**src/rtl/idft8_stream_pkg.sv**
```systemverilog
// idft8_stream_pkg: shared types, twiddle tables and sample-format helpers for the 8-point IDFT
package idft8_stream_pkg;

    typedef enum logic [1:0] {
        ST_LOAD,
        ST_COMPUTE,
        ST_UNLOAD
    } state_t;

    // Packed sample layout: {re[7:4], im[3:0]}, both signed 4-bit
    localparam int RE_MSB = 7;
    localparam int RE_LSB = 4;
    localparam int IM_MSB = 3;
    localparam int IM_LSB = 0;

    // Conjugate twiddles W8^-k in Q4, k = 0..3
    localparam int TW_W = 6;
    localparam logic signed [TW_W-1:0] TW_RE [4] = '{6'sd16, 6'sd11, 6'sd0, -6'sd11};
    localparam logic signed [TW_W-1:0] TW_IM [4] = '{6'sd0, 6'sd11, 6'sd16, 6'sd11};

    function automatic logic [2:0] rev3(input logic [2:0] k);
        return {k[0], k[1], k[2]};
    endfunction

endpackage

```
**src/rtl/idft8_butterfly.sv**
```systemverilog
// idft8_butterfly: combinational radix-2 butterfly, y0 = a + b*w, y1 = a - b*w
//   a_re/a_im, b_re/b_im : CW-bit signed operands
//   w_re/w_im            : Q4 twiddle
//   y0_*/y1_*            : CW-bit results (wrap at CW bits, no scaling)
module idft8_butterfly
    import idft8_stream_pkg::*;
#(
    parameter int CW = 10
) (
    input  logic signed [CW-1:0]   a_re,
    input  logic signed [CW-1:0]   a_im,
    input  logic signed [CW-1:0]   b_re,
    input  logic signed [CW-1:0]   b_im,
    input  logic signed [TW_W-1:0] w_re,
    input  logic signed [TW_W-1:0] w_im,
    output logic signed [CW-1:0]   y0_re,
    output logic signed [CW-1:0]   y0_im,
    output logic signed [CW-1:0]   y1_re,
    output logic signed [CW-1:0]   y1_im
);

    localparam int PW = CW + TW_W + 1;
    localparam logic signed [PW-1:0] RND = PW'(8);

    logic signed [PW-1:0] br, bi, wr, wi, p_re, p_im;
    logic signed [CW-1:0] t_re, t_im;

    always_comb begin
        br    = PW'(b_re);
        bi    = PW'(b_im);
        wr    = PW'(w_re);
        wi    = PW'(w_im);
        // Q4 product with round-half-up before dropping the fraction
        p_re  = br * wr - bi * wi + RND;
        p_im  = br * wi + bi * wr + RND;
        t_re  = CW'(p_re >>> 4);
        t_im  = CW'(p_im >>> 4);
        y0_re = a_re + t_re;
        y0_im = a_im + t_im;
        y1_re = a_re - t_re;
        y1_im = a_im - t_im;
    end

endmodule

```
**src/rtl/idft8_stream.sv**
```systemverilog
// idft8_stream: streaming 8-point inverse DFT (load 8 samples, 12 butterflies, unload 8 samples)
//   clk, rst_n          : clock, synchronous active-low reset
//   in_data/in_valid/in_ready    : frequency-domain input stream {re[7:4], im[3:0]}
//   out_data/out_valid/out_ready : time-domain output stream, same packing
//   busy                : high while computing or unloading
module idft8_stream
    import idft8_stream_pkg::*;
#(
    parameter int CW = 10
) (
    input  logic       clk,
    input  logic       rst_n,
    input  logic [7:0] in_data,
    input  logic       in_valid,
    output logic       in_ready,
    output logic [7:0] out_data,
    output logic       out_valid,
    input  logic       out_ready,
    output logic       busy
);

    localparam logic signed [CW:0] HALF = (CW+1)'(4);
    localparam logic signed [CW:0] MAXV = (CW+1)'(7);
    localparam logic signed [CW:0] MINV = -(CW+1)'(8);

    state_t state_q, state_d;
    logic [2:0] in_cnt_q, in_cnt_d;
    logic [3:0] bf_q, bf_d;
    logic [2:0] out_cnt_q, out_cnt_d;
    logic signed [CW-1:0] re_q [8];
    logic signed [CW-1:0] re_d [8];
    logic signed [CW-1:0] im_q [8];
    logic signed [CW-1:0] im_d [8];

    logic [1:0] stage, j, tw_idx;
    logic [2:0] a_idx, b_idx;
    logic signed [CW-1:0] y0_re, y0_im, y1_re, y1_im;

    // Final 1/8 scaling with round-half-up, saturated to signed 4-bit
    function automatic logic [3:0] to_q(input logic signed [CW-1:0] v);
        logic signed [CW:0] r;
        r = ((CW+1)'(v) + HALF) >>> 3;
        return r > MAXV ? 4'h7 : r < MINV ? 4'h8 : r[3:0];
    endfunction

    // Butterfly bf_q = {stage, j}: in-place DIT addressing on bit-reversed input
    always_comb begin
        stage  = bf_q[3:2];
        j      = bf_q[1:0];
        a_idx  = stage == 2'd0 ? {j, 1'b0} : stage == 2'd1 ? {j[1], 1'b0, j[0]} : {1'b0, j};
        b_idx  = a_idx | (3'd1 << stage);
        tw_idx = stage == 2'd0 ? 2'd0 : stage == 2'd1 ? {j[0], 1'b0} : j;
    end

    idft8_butterfly #(.CW(CW)) u_bf (
        .a_re  (re_q[a_idx]),
        .a_im  (im_q[a_idx]),
        .b_re  (re_q[b_idx]),
        .b_im  (im_q[b_idx]),
        .w_re  (TW_RE[tw_idx]),
        .w_im  (TW_IM[tw_idx]),
        .y0_re (y0_re),
        .y0_im (y0_im),
        .y1_re (y1_re),
        .y1_im (y1_im)
    );

    always_comb begin
        state_d   = state_q;
        in_cnt_d  = in_cnt_q;
        bf_d      = bf_q;
        out_cnt_d = out_cnt_q;
        re_d      = re_q;
        im_d      = im_q;
        case (state_q)
            ST_LOAD: begin
                if (in_valid) begin
                    re_d[rev3(in_cnt_q)] = CW'($signed(in_data[RE_MSB:RE_LSB]));
                    im_d[rev3(in_cnt_q)] = CW'($signed(in_data[IM_MSB:IM_LSB]));
                    in_cnt_d = in_cnt_q + 3'd1;
                    state_d  = in_cnt_q == 3'd7 ? ST_COMPUTE : ST_LOAD;
                end
            end
            ST_COMPUTE: begin
                re_d[a_idx] = y0_re;
                im_d[a_idx] = y0_im;
                re_d[b_idx] = y1_re;
                im_d[b_idx] = y1_im;
                bf_d    = bf_q == 4'd11 ? 4'd0 : bf_q + 4'd1;
                state_d = bf_q == 4'd11 ? ST_UNLOAD : ST_COMPUTE;
            end
            ST_UNLOAD: begin
                if (out_ready) begin
                    out_cnt_d = out_cnt_q + 3'd1;
                    state_d   = out_cnt_q == 3'd7 ? ST_LOAD : ST_UNLOAD;
                end
            end
            default: state_d = ST_LOAD;
        endcase
    end

    always_ff @(posedge clk) begin
        if (!rst_n) begin
            state_q   <= ST_LOAD;
            in_cnt_q  <= '0;
            bf_q      <= '0;
            out_cnt_q <= '0;
        end else begin
            state_q   <= state_d;
            in_cnt_q  <= in_cnt_d;
            bf_q      <= bf_d;
            out_cnt_q <= out_cnt_d;
        end
    end

    // Sample memory needs no reset: a frame is always fully loaded before use
    always_ff @(posedge clk) begin
        re_q <= re_d;
        im_q <= im_d;
    end

    always_comb begin
        in_ready  = state_q == ST_LOAD;
        out_valid = state_q == ST_UNLOAD;
        busy      = state_q != ST_LOAD;
        out_data  = out_valid ? {to_q(re_q[out_cnt_q]), to_q(im_q[out_cnt_q])} : 8'h00;
    end

endmodule
```
**config.mk**
```make
export PLATFORM = sky130hd
export DESIGN_NAME = idft8_stream
export DESIGN_NICKNAME = d
export VERILOG_FILES = /design/src/rtl/idft8_stream_pkg.sv /design/src/rtl/idft8_butterfly.sv /design/src/rtl/idft8_stream.sv
export SDC_FILE = /design/constraint.sdc
export NUM_CORES = 1
export LEC_CHECK = 0
export CAP_MARGIN = 20
export CELL_PAD_IN_SITES_DETAIL_PLACEMENT = 0
export CELL_PAD_IN_SITES_GLOBAL_PLACEMENT = 1
export CORE_UTILIZATION = 42
export DETAILED_ROUTE_END_ITERATION = 8
export GPL_TIMING_DRIVEN = 0
export PLACE_DENSITY_LB_ADDON = 0.1
export SLEW_MARGIN = 20
export SYNTH_ARGS = -nofsm -noshare
export SYNTH_HDL_FRONTEND = slang
export SYNTH_SLANG_ARGS = --single-unit
```
**constraint.sdc**
```tcl
create_clock -name clk -period 19.3 [get_ports clk]
set_input_delay 1.93 -clock clk [delete_from_list [all_inputs] [get_ports clk]]
set_output_delay 1.93 -clock clk [all_outputs]
set_load 0.01 [all_outputs]
```
# Word level (Yosys, flattened, before mapping)
# Index checks and enable logic that the tools add are counted.
# W data, S select, Z words.
dict set report op_classes {
  addsub 13
  multipliers 4
  order_cmp 12
  eq_ne 8
  shifts 1
  muxes 56
  bitwise_logic 6
  n_reduce_logical 11
}
# op n
set op_table {}
lappend op_table {{$bwmux W80} 6}
lappend op_table {{$pmux W80 S2} 2}
lappend op_table {{$bmux W10 S3} 6}
lappend op_table {{$mux W80} 2}
lappend op_table {{$mux W10} 15}
lappend op_table {{$demux W10 S3} 3}
lappend op_table {{$mul A10 B6 Y14} 4}
lappend op_table {{$add A14 B5 Y14 const B} 2}
lappend op_table {{$bmux W6 S2} 2}
lappend op_table {{$mux W6} 4}
lappend op_table {{$add A10 B4 Y11 const B} 2}
lappend op_table {{$add A10 B10 Y10} 2}
lappend op_table {{$mux W4} 5}
lappend op_table {{$sub A10 B10 Y10} 2}
lappend op_table {{$ge A4 B4 Y1 const B} 4}
lappend op_table {{$gt A8 B4 Y1 const B} 2}
lappend op_table {{$lt A8 B4 Y1 const B} 2}
lappend op_table {{$not A3 Y4} 4}
lappend op_table {{$add A14 B14 Y14} 1}
lappend op_table {{$sub A14 B14 Y14} 1}
lappend op_table {{$lt A4 B1 Y1 const B} 3}
lappend op_table {{$mux W2} 6}
lappend op_table {{$mux W8} 1}
lappend op_table {{$reduce_and A2 Y1} 4}
lappend op_table {{18 further kinds} 26}
dict set report word_totals {
  reg_bits 172
  input_bits 12
  output_inout_bits 11
  wordCells 131
}

# Logic depth before layout (Yosys ltp)
# Gate-level depths: netlist (run 1).
dict set report logic_depth {
  word_depth 15
  mapped_depth 42
  mapped_depth_nobuf 38
}

# Cells and area by module
# From an unflattened synthesis (run 1), not the netlist that was laid out.
dict set report hier_totals {
  hier_cells 2180
  area_unflattened_um2 21042.7
}
# mod n_inst cells_each area_each_um2 seq_area_each_um2
set modules_own_cells {}
lappend modules_own_cells {idft8_stream 1 1153 11865.1 5044.8}
lappend modules_own_cells {idft8_butterfly 1 1027 9177.6 0.0}

# Worst setup path after synthesis (run 1)
# Ideal clock, no wire load.
dict set report synth_timing {
  path_kind {reg2reg}
  start {reg bf_q[3]}
  end {reg re_q[9] (netlist bit), data pin}
  setup_time_ns 0.257
  t_arrival_ns 8.696
  t_required_ns 19.043
  path_slack_ns 10.348
  path_stages_with_launch 40
  path_buffers 8
  synth_period_minus_slack_ns 8.952
  path_cell_list {dfxtp_1 -> buf_6 -> buf_6 -> buf_6 -> buf_2 -> clkbuf_1 -> buf_1 -> o21ai_0 -> ha_1 -> buf_2 -> inv_1 -> clkbuf_1 -> nor2_1 -> fa_1 -> inv_1 -> fa_1 -> inv_1 -> fa_1 -> [... 4 more ...] -> inv_1 -> ha_1 -> nand2_1 -> or4_1 -> nor3_1 -> a21oi_2 -> nor2b_1 -> nor2_1 -> inv_1 -> a21oi_1 -> xnor2_1 -> ha_1 -> inv_1 -> a21oi_1 -> o31ai_1 -> a221oi_1 -> xnor3_2 -> a32o_1}
}
# item line
set synth_rtl {}
lappend synth_rtl {{start, declared} idft8_stream.sv:28} ;# logic [3:0] bf_q, bf_d;
lappend synth_rtl {{start signal, assigned} idft8_stream.sv:106} ;# bf_q <= '0;
lappend synth_rtl {{start signal, assigned} idft8_stream.sv:111} ;# bf_q <= bf_d;
lappend synth_rtl {{end signal, assigned} idft8_stream.sv:118} ;# re_q <= re_d;
lappend synth_rtl {{end, declared} idft8_stream.sv:30} ;# logic signed [CW-1:0] re_q [8];

==> flow_summary.ini, run 1 <==
[global_route]
grt.total_usage_pct = 36.38
grt_max_degree = 21
grt-ovfl-total = 0
met2_usage_pct = 57.97
grt_pass1_vias = 17640
met3_usage_pct = 8.907
antenna_found_initial = 0
grt_pass1_wl_um = 123300
busiest_layer = met2
use_met1_pct = 45.79

[cells_and_area]
diodes = 0
syn_to_final_growth_pct = 9.542
drive_gt1_share_pct = 8.429
stdcell_area_um2 = 21900
mostFrequentLayoutCells = inv_1, edfxtp_1, nor2_1
nFillCells = 4525
final_util_pct = 46.85
fin_nets = 2481
final_common_cell = inv_1

[timing]
final-hold-violation-count = 0
finalMaxSlewViolations = 0
finalSetupTns_ns = 0
relSlewSlack_pct = 13.01
max_freq_mhz = 84.06
worst_slew_pin_slew_ns = 1.305
whs_ns = 0.5090
finClkSkew_ns = 0.02038
period_needed_ns = 11.90
rsz0062_at_grt = false
setup_viol = 0
period_share_pct = 61.64

[route]
drt-total-wl_um = 87660
drtPass1Iterations = 6
postRouteAntennaNets = 0
routedWlPerCell_um = 31.42
via_count = 18050
drcViolationCount = 0
vias_per_cell = 6.471
drt-initial-drc-count = 2557

[worst_setup_path]
worstSetupStartpoint = bf_q[3]$_SDFFE_PN0P_
critPathMaxFanout = 10
worst_r2r_startpoint = bf_q[3]$_SDFFE_PN0P_
crit_path_start_kind = flip-flop
r2r_end = re_q[29]$_DFFE_PP_
reg2reg_slack_ns = 7.40
crit_top_cell = inv_1
critPathBufInv = 16
arrival_ns = 12.05
crit_family = buffers and inverters
ff2ff_path_depth = 37
cp_slowest_cell = buf_1
endpoint = re_q[29]$_DFFE_PP_
crit_type = flip-flop to flip-flop
crit_path_end_kind = flip-flop
slowest_delay_ns = 0.77
worstPathRequired_ns = 19.45
crit_cells = 37

[die]
core_area_um2 = 46750
dieArea_um2 = 48490
num_rows = 79
start_util_pct = 42.77
die_x_um = 220.2
die_height_um = 220.2
io_pins = 23

[synthesis]
yosysTopAreaCell = edfxtp_1
syn_area_per_cell_um2 = 9.424
synth_nets = 2433
synth_area_leaders = edfxtp_1, fa_1, ha_1
yosysTopAreaCellShare_pct = 24.03
ys_ff_latch = 172
synth-warning-count = 0
yosysSeqAreaShare_pct = 25.23
postSynthCellCount = 2122
ys_async_sr_fraction_pct = 0
synthFlopType = edfxtp_1
synth_area_um2 = 20000
ys_types = 91
synth_edf_count = 160

[clocking]
htree_levels = 4
clk_latency_ns = 0.47
ctsResizeCount = 0
cts_tree = yes
post_cts_buffers = 0
cts_root_buf = clkbuf_16
cts_sinks = 172
cts_buffer_depth = 2
ctsHoldBuffers = 0
numCtsBuffers = 17
clk_pin_slew_worst_paths_ns = 0.07

[placed_design]
place.gp.congestion = 1.021
placed_area_um2 = 21230
dp_hpwl_um = 67880
numPortBuffers = 18

[power]
leakagePower_nw = 8.485
ir_worst_vdd_mv = 0.06971
power_density_nw_per_um2 = 55.77

[outcome]
status = complete, no violations

[min_path]
hp-class = flip-flop to flip-flop

[job]
maxCapViolCount = 0
-- per-layer routing --
| layer | part of all wire, % | wire (um) |
|---|---|---|
| met1 | 38 | 33520 |
| met2 | 45 | 39590 |
| met3 | 11 | 9655 |
| met4 | 5.6 | 4892 |
| met5 | 0 | 0 |
-- through the flow --
stage / worst slack, ns / power [W] / instances
2_1_floorplan: 10.35 / 0.0006838 / 2122
3_3_place_gp: 7.709 / 0.0008216 / 2747
3_5_place_dp: 7.589 / 0.0008294 / 2755
4_1_cts: 7.570 / 0.001200 / 2787
5_1_grt: 6.962 / 0.001254 / 2790
6_report: 7.404 / 0.001222 / 2790
-- synthesized netlist by cell type (19+ instances only) --
cell and count:
mux2i_1 66, o21bai_1 19, edfxtp_1 160, inv_1 254
and2_1 25, o22ai_1 49, a21oi_1 99, a22oi_1 75
xnor2_1 67, ha_1 152, nand2_1 139, fa_1 147
nand3_1 57, mux4_2 32, nor2_1 159, xor2_1 19
o221ai_1 54, clkbuf_1 91, o21ai_0 143, buf_1 20
-- worst min-delay path by stage --
stage	startpoint	to	slack (ns)	cells past startpoint
2_1_floorplan	state_q[1]$_SDFFE_PN0P_	state_q[0]$_SDFFE_PN0P_	0.46	1
3_3_place_gp	in_cnt_q[1]$_SDFFE_PN0P_	in_cnt_q[1]$_SDFFE_PN0P_	0.50	2
3_5_place_dp	in_cnt_q[1]$_SDFFE_PN0P_	in_cnt_q[1]$_SDFFE_PN0P_	0.51	2
4_1_cts	in_cnt_q[1]$_SDFFE_PN0P_	in_cnt_q[1]$_SDFFE_PN0P_	0.51	2
5_1_grt	in_cnt_q[1]$_SDFFE_PN0P_	in_cnt_q[1]$_SDFFE_PN0P_	0.53	2
6_report	in_cnt_q[1]$_SDFFE_PN0P_	in_cnt_q[1]$_SDFFE_PN0P_	0.51	2
-- final cells by class --
cell class | instances | area (um2) | share of cell area, %
repair buffers | 29 | 394.1 | 1.799
clock inverters | 12 | 171.4 | 0.7825
multi-input cells | 1554 | 13450 | 61.40
flip-flops and latches | 172 | 5045 | 23.03
inverters | 257 | 964.7 | 4.404
plain buffers | 139 | 673.1 | 3.073
well taps | 607 | 759.5 | 3.467
clock buffers | 20 | 446.7 | 2.039
-- sequential cells by signal, summed over array words and instances (netlist names) --
signal and count:
im_q 80, re_q 80, bf_q 4, in_cnt_q 3, out_cnt_q 3, state_q 2
-- logic make-up (layout without fill, tap and decap cells) --
kind of cell | Yosys count | in the layout | synth area share, %
flip-flops | 172 | 172 | 25.23
multiplexers | 116 | 116 | 7.921
XOR/XNOR | 89 | 89 | 4.080
AND/OR/NAND/NOR | 495 | 495 | 11.64
AO/OA/AOI/OAI | 555 | 555 | 18.72
buffers and inverters | 396 | 457 | 8.184
adder cells (fa/ha/maj) | 299 | 299 | 24.23
-- report_power, final --
part	total [W]	leakage (nW)	switching (W)	internal [W]
clock network	0.000379	0.296	0.000160	0.000219
registers	0.000430	1.43	0.0000105	0.000420
logic	0.000412	6.76	0.000285	0.000127
-- tightest hold or removal path: cells and delay by family (launching register included) --
family / cells / cell delay (ns)
AOI/OAI and AO/OA: 1 / 0.06
DFF: 1 / 0.34
and+or+nand+nor: 1 / 0.06
(Power assumes the default switching activity.)
==> run 2, diff against run 1 <==
==> constraint.sdc (replaced) <==
create_clock -name clk -period 9.8 [get_ports clk]
set_input_delay 0.98 -clock clk [delete_from_list [all_inputs] [get_ports clk]]
set_output_delay 0.98 -clock clk [all_outputs]
set_load 0.01 [all_outputs]
==> run 2 against run 1 <==
  * Final cell count is 0.22% higher
  * Die area stayed put
  * Count of clock-buffer cells in the layout stayed put
  * Non-clock buffer count is 6 higher
  * Final area is 2.4% higher
  * Critical path type unchanged
  * Critical endpoint unchanged
  * Largest cell class unchanged
==> flow_summary.ini, run 2 (synthesis results as in run 1) <==
[outcome]
status = complete, no violations

[worst_setup_path]
crit_cells = 37
endpoint = re_q[29]$_DFFE_PP_
reg2reg_slack_ns = 0.16
arrival_ns = 9.80
crit_path_end_kind = flip-flop
cp_slowest_cell = fa_1
ff2ff_path_depth = 37
crit_type = flip-flop to flip-flop
r2r_end = re_q[29]$_DFFE_PP_
crit_path_start_kind = flip-flop
crit_family = adder cells
worstPathRequired_ns = 9.96
slowest_delay_ns = 0.55
crit_top_cell = fa_1
worst_r2r_startpoint = bf_q[1]$_SDFFE_PN0P_
critPathBufInv = 7
worstSetupStartpoint = bf_q[1]$_SDFFE_PN0P_
critPathMaxFanout = 10

[clocking]
clk_pin_slew_worst_paths_ns = 0.07
htree_levels = 4
cts_root_buf = clkbuf_16
ctsHoldBuffers = 0
numCtsBuffers = 17
cts_sinks = 172
cts_tree = yes
cts_buffer_depth = 2
clk_latency_ns = 0.47

[job]
maxCapViolCount = 0

[route]
vias_per_cell = 6.509
drt-initial-drc-count = 2486
via_count = 18200
drtPass1Iterations = 8
postRouteAntennaNets = 0
drcViolationCount = 0
routedWlPerCell_um = 31.55
drt-total-wl_um = 88220

[cells_and_area]
final_util_pct = 47.98
final_common_cell = inv_1
stdcell_area_um2 = 22430
reg_top3 = im_q (80), re_q (80), bf_q (4)
fin_nets = 2487
finalNonFillerCells = 2796
nFillCells = 4491
diodes = 0
mostFrequentLayoutCells = inv_1, edfxtp_1, nor2_1
drive_gt1_share_pct = 11.92
syn_to_final_growth_pct = 12.18

[power]
seqPwrFrac_pct = 34.6
p_comb_share_pct = 35.0
p_switching_w = 0.0009151
ir_worst_vdd_mv = 0.1384
clkPwrFrac_pct = 30.4
switching_share_pct = 37.34
leakagePower_nw = 8.679
power_density_nw_per_um2 = 109.2
internal_power_w = 0.001535

[die]
num_rows = 79
die_x_um = 220.2
start_util_pct = 42.77
core_area_um2 = 46750
io_pins = 23
die_height_um = 220.2
dieArea_um2 = 48490

[global_route]
grt_max_degree = 21
antenna_found_initial = 1
grt-ovfl-total = 0
grt_pass1_vias = 17700
grt.total_usage_pct = 36.51
grt_pass1_wl_um = 123600

[timing]
finClkSkew_ns = 0.01760
final-hold-violation-count = 0
period_share_pct = 98.37
max_freq_mhz = 103.7
setup_viol = 0
finalMaxSlewViolations = 0
relSlewSlack_pct = 14.63
rsz0062_at_grt = true
period_needed_ns = 9.640
setup_ws_ns = 0.1599
worst_slew_pin_slew_ns = 1.281

[placed_design]
dp_hpwl_um = 67880
dp_cells = 2755
pre_cts_slack_ns = -1.911
place.gp.congestion = 1.021
numPortBuffers = 18
placed_area_um2 = 21230

[min_path]
hp-class = flip-flop to flip-flop
==> run 2: worst register-to-register path: cells and delay by family, from the launching register on <==
kind                     cells  cell delay, ns
adder cells (fa/ha/maj)      8            3.61
AND/OR/NAND/NOR             11            2.23
flip-flops                   1            0.38
XOR/XNOR                     2            0.58
AO/OA/AOI/OAI                9            1.68
buffers and inverters        7            0.89
==> run 2: timing repair <==
item | in CTS | in global routing
setup buffers | 8 | 5
pin swaps | 0 | 8
gates resized for setup | 59 | 74
setup endpoints to repair | 118 | 66
==> run 2: stage by stage <==
stage / total power, W / TNS [ns] / hold slack (ns)
6_report: 0.002450 / 0 / 0.5093
5_1_grt: 0.002514 / -1.690 / 0.5311
4_1_cts: 0.002370 / 0 / 0.5143
3_5_place_dp: 0.001633 / -130.95 / 0.5075
3_3_place_gp: 0.001618 / -121.56 / 0.4974
2_1_floorplan: 0.001347 / 0 / 0.4573
==> run 2: worst min-delay path by stage <==
stage | start | endpoint | slack [ns] | cells after the start
6_report | in_cnt_q[1]$_SDFFE_PN0P_ | in_cnt_q[1]$_SDFFE_PN0P_ | 0.51 | 2
5_1_grt | in_cnt_q[1]$_SDFFE_PN0P_ | in_cnt_q[1]$_SDFFE_PN0P_ | 0.53 | 2
4_1_cts | in_cnt_q[1]$_SDFFE_PN0P_ | in_cnt_q[1]$_SDFFE_PN0P_ | 0.51 | 2
3_5_place_dp | in_cnt_q[1]$_SDFFE_PN0P_ | in_cnt_q[1]$_SDFFE_PN0P_ | 0.51 | 2
3_3_place_gp | in_cnt_q[1]$_SDFFE_PN0P_ | in_cnt_q[1]$_SDFFE_PN0P_ | 0.50 | 2
2_1_floorplan | state_q[1]$_SDFFE_PN0P_ | state_q[0]$_SDFFE_PN0P_ | 0.46 | 1
==> run 2: cell type report <==
class	count	area [um2]	share of cell area, %
Multi-Input combinational cell	1554	13810	61.59
Clock buffer	20	446.7	1.991
Sequential cell	172	5049	22.51
Buffer	135	750.7	3.347
Tap cell	607	759.5	3.386
Timing Repair Buffer	39	469.2	2.092
Inverter	257	970.9	4.328
Clock inverter	12	171.4	0.7642
==> run 2: power groups by stage <==
stage | clock [W] | sequential (W) | combinational [W]
floorplan | 0 | 0.000853 | 0.000493
global placement | 0 | 0.000863 | 0.000754
detailed placement | 0 | 0.000862 | 0.000772
CTS | 0.000740 | 0.000846 | 0.000785
global route | 0.000763 | 0.000849 | 0.000902
finish | 0.000746 | 0.000848 | 0.000857
==> run 2: layer usage <==
layer	vias to the layer above	global-route usage (%)	part of all wire [%]
met5	-	0	0.012
met4	2	18.97	5.6
met3	263	8.948	11
met2	1296	57.90	45
met1	8976	45.99	38
li1	7662	-	-
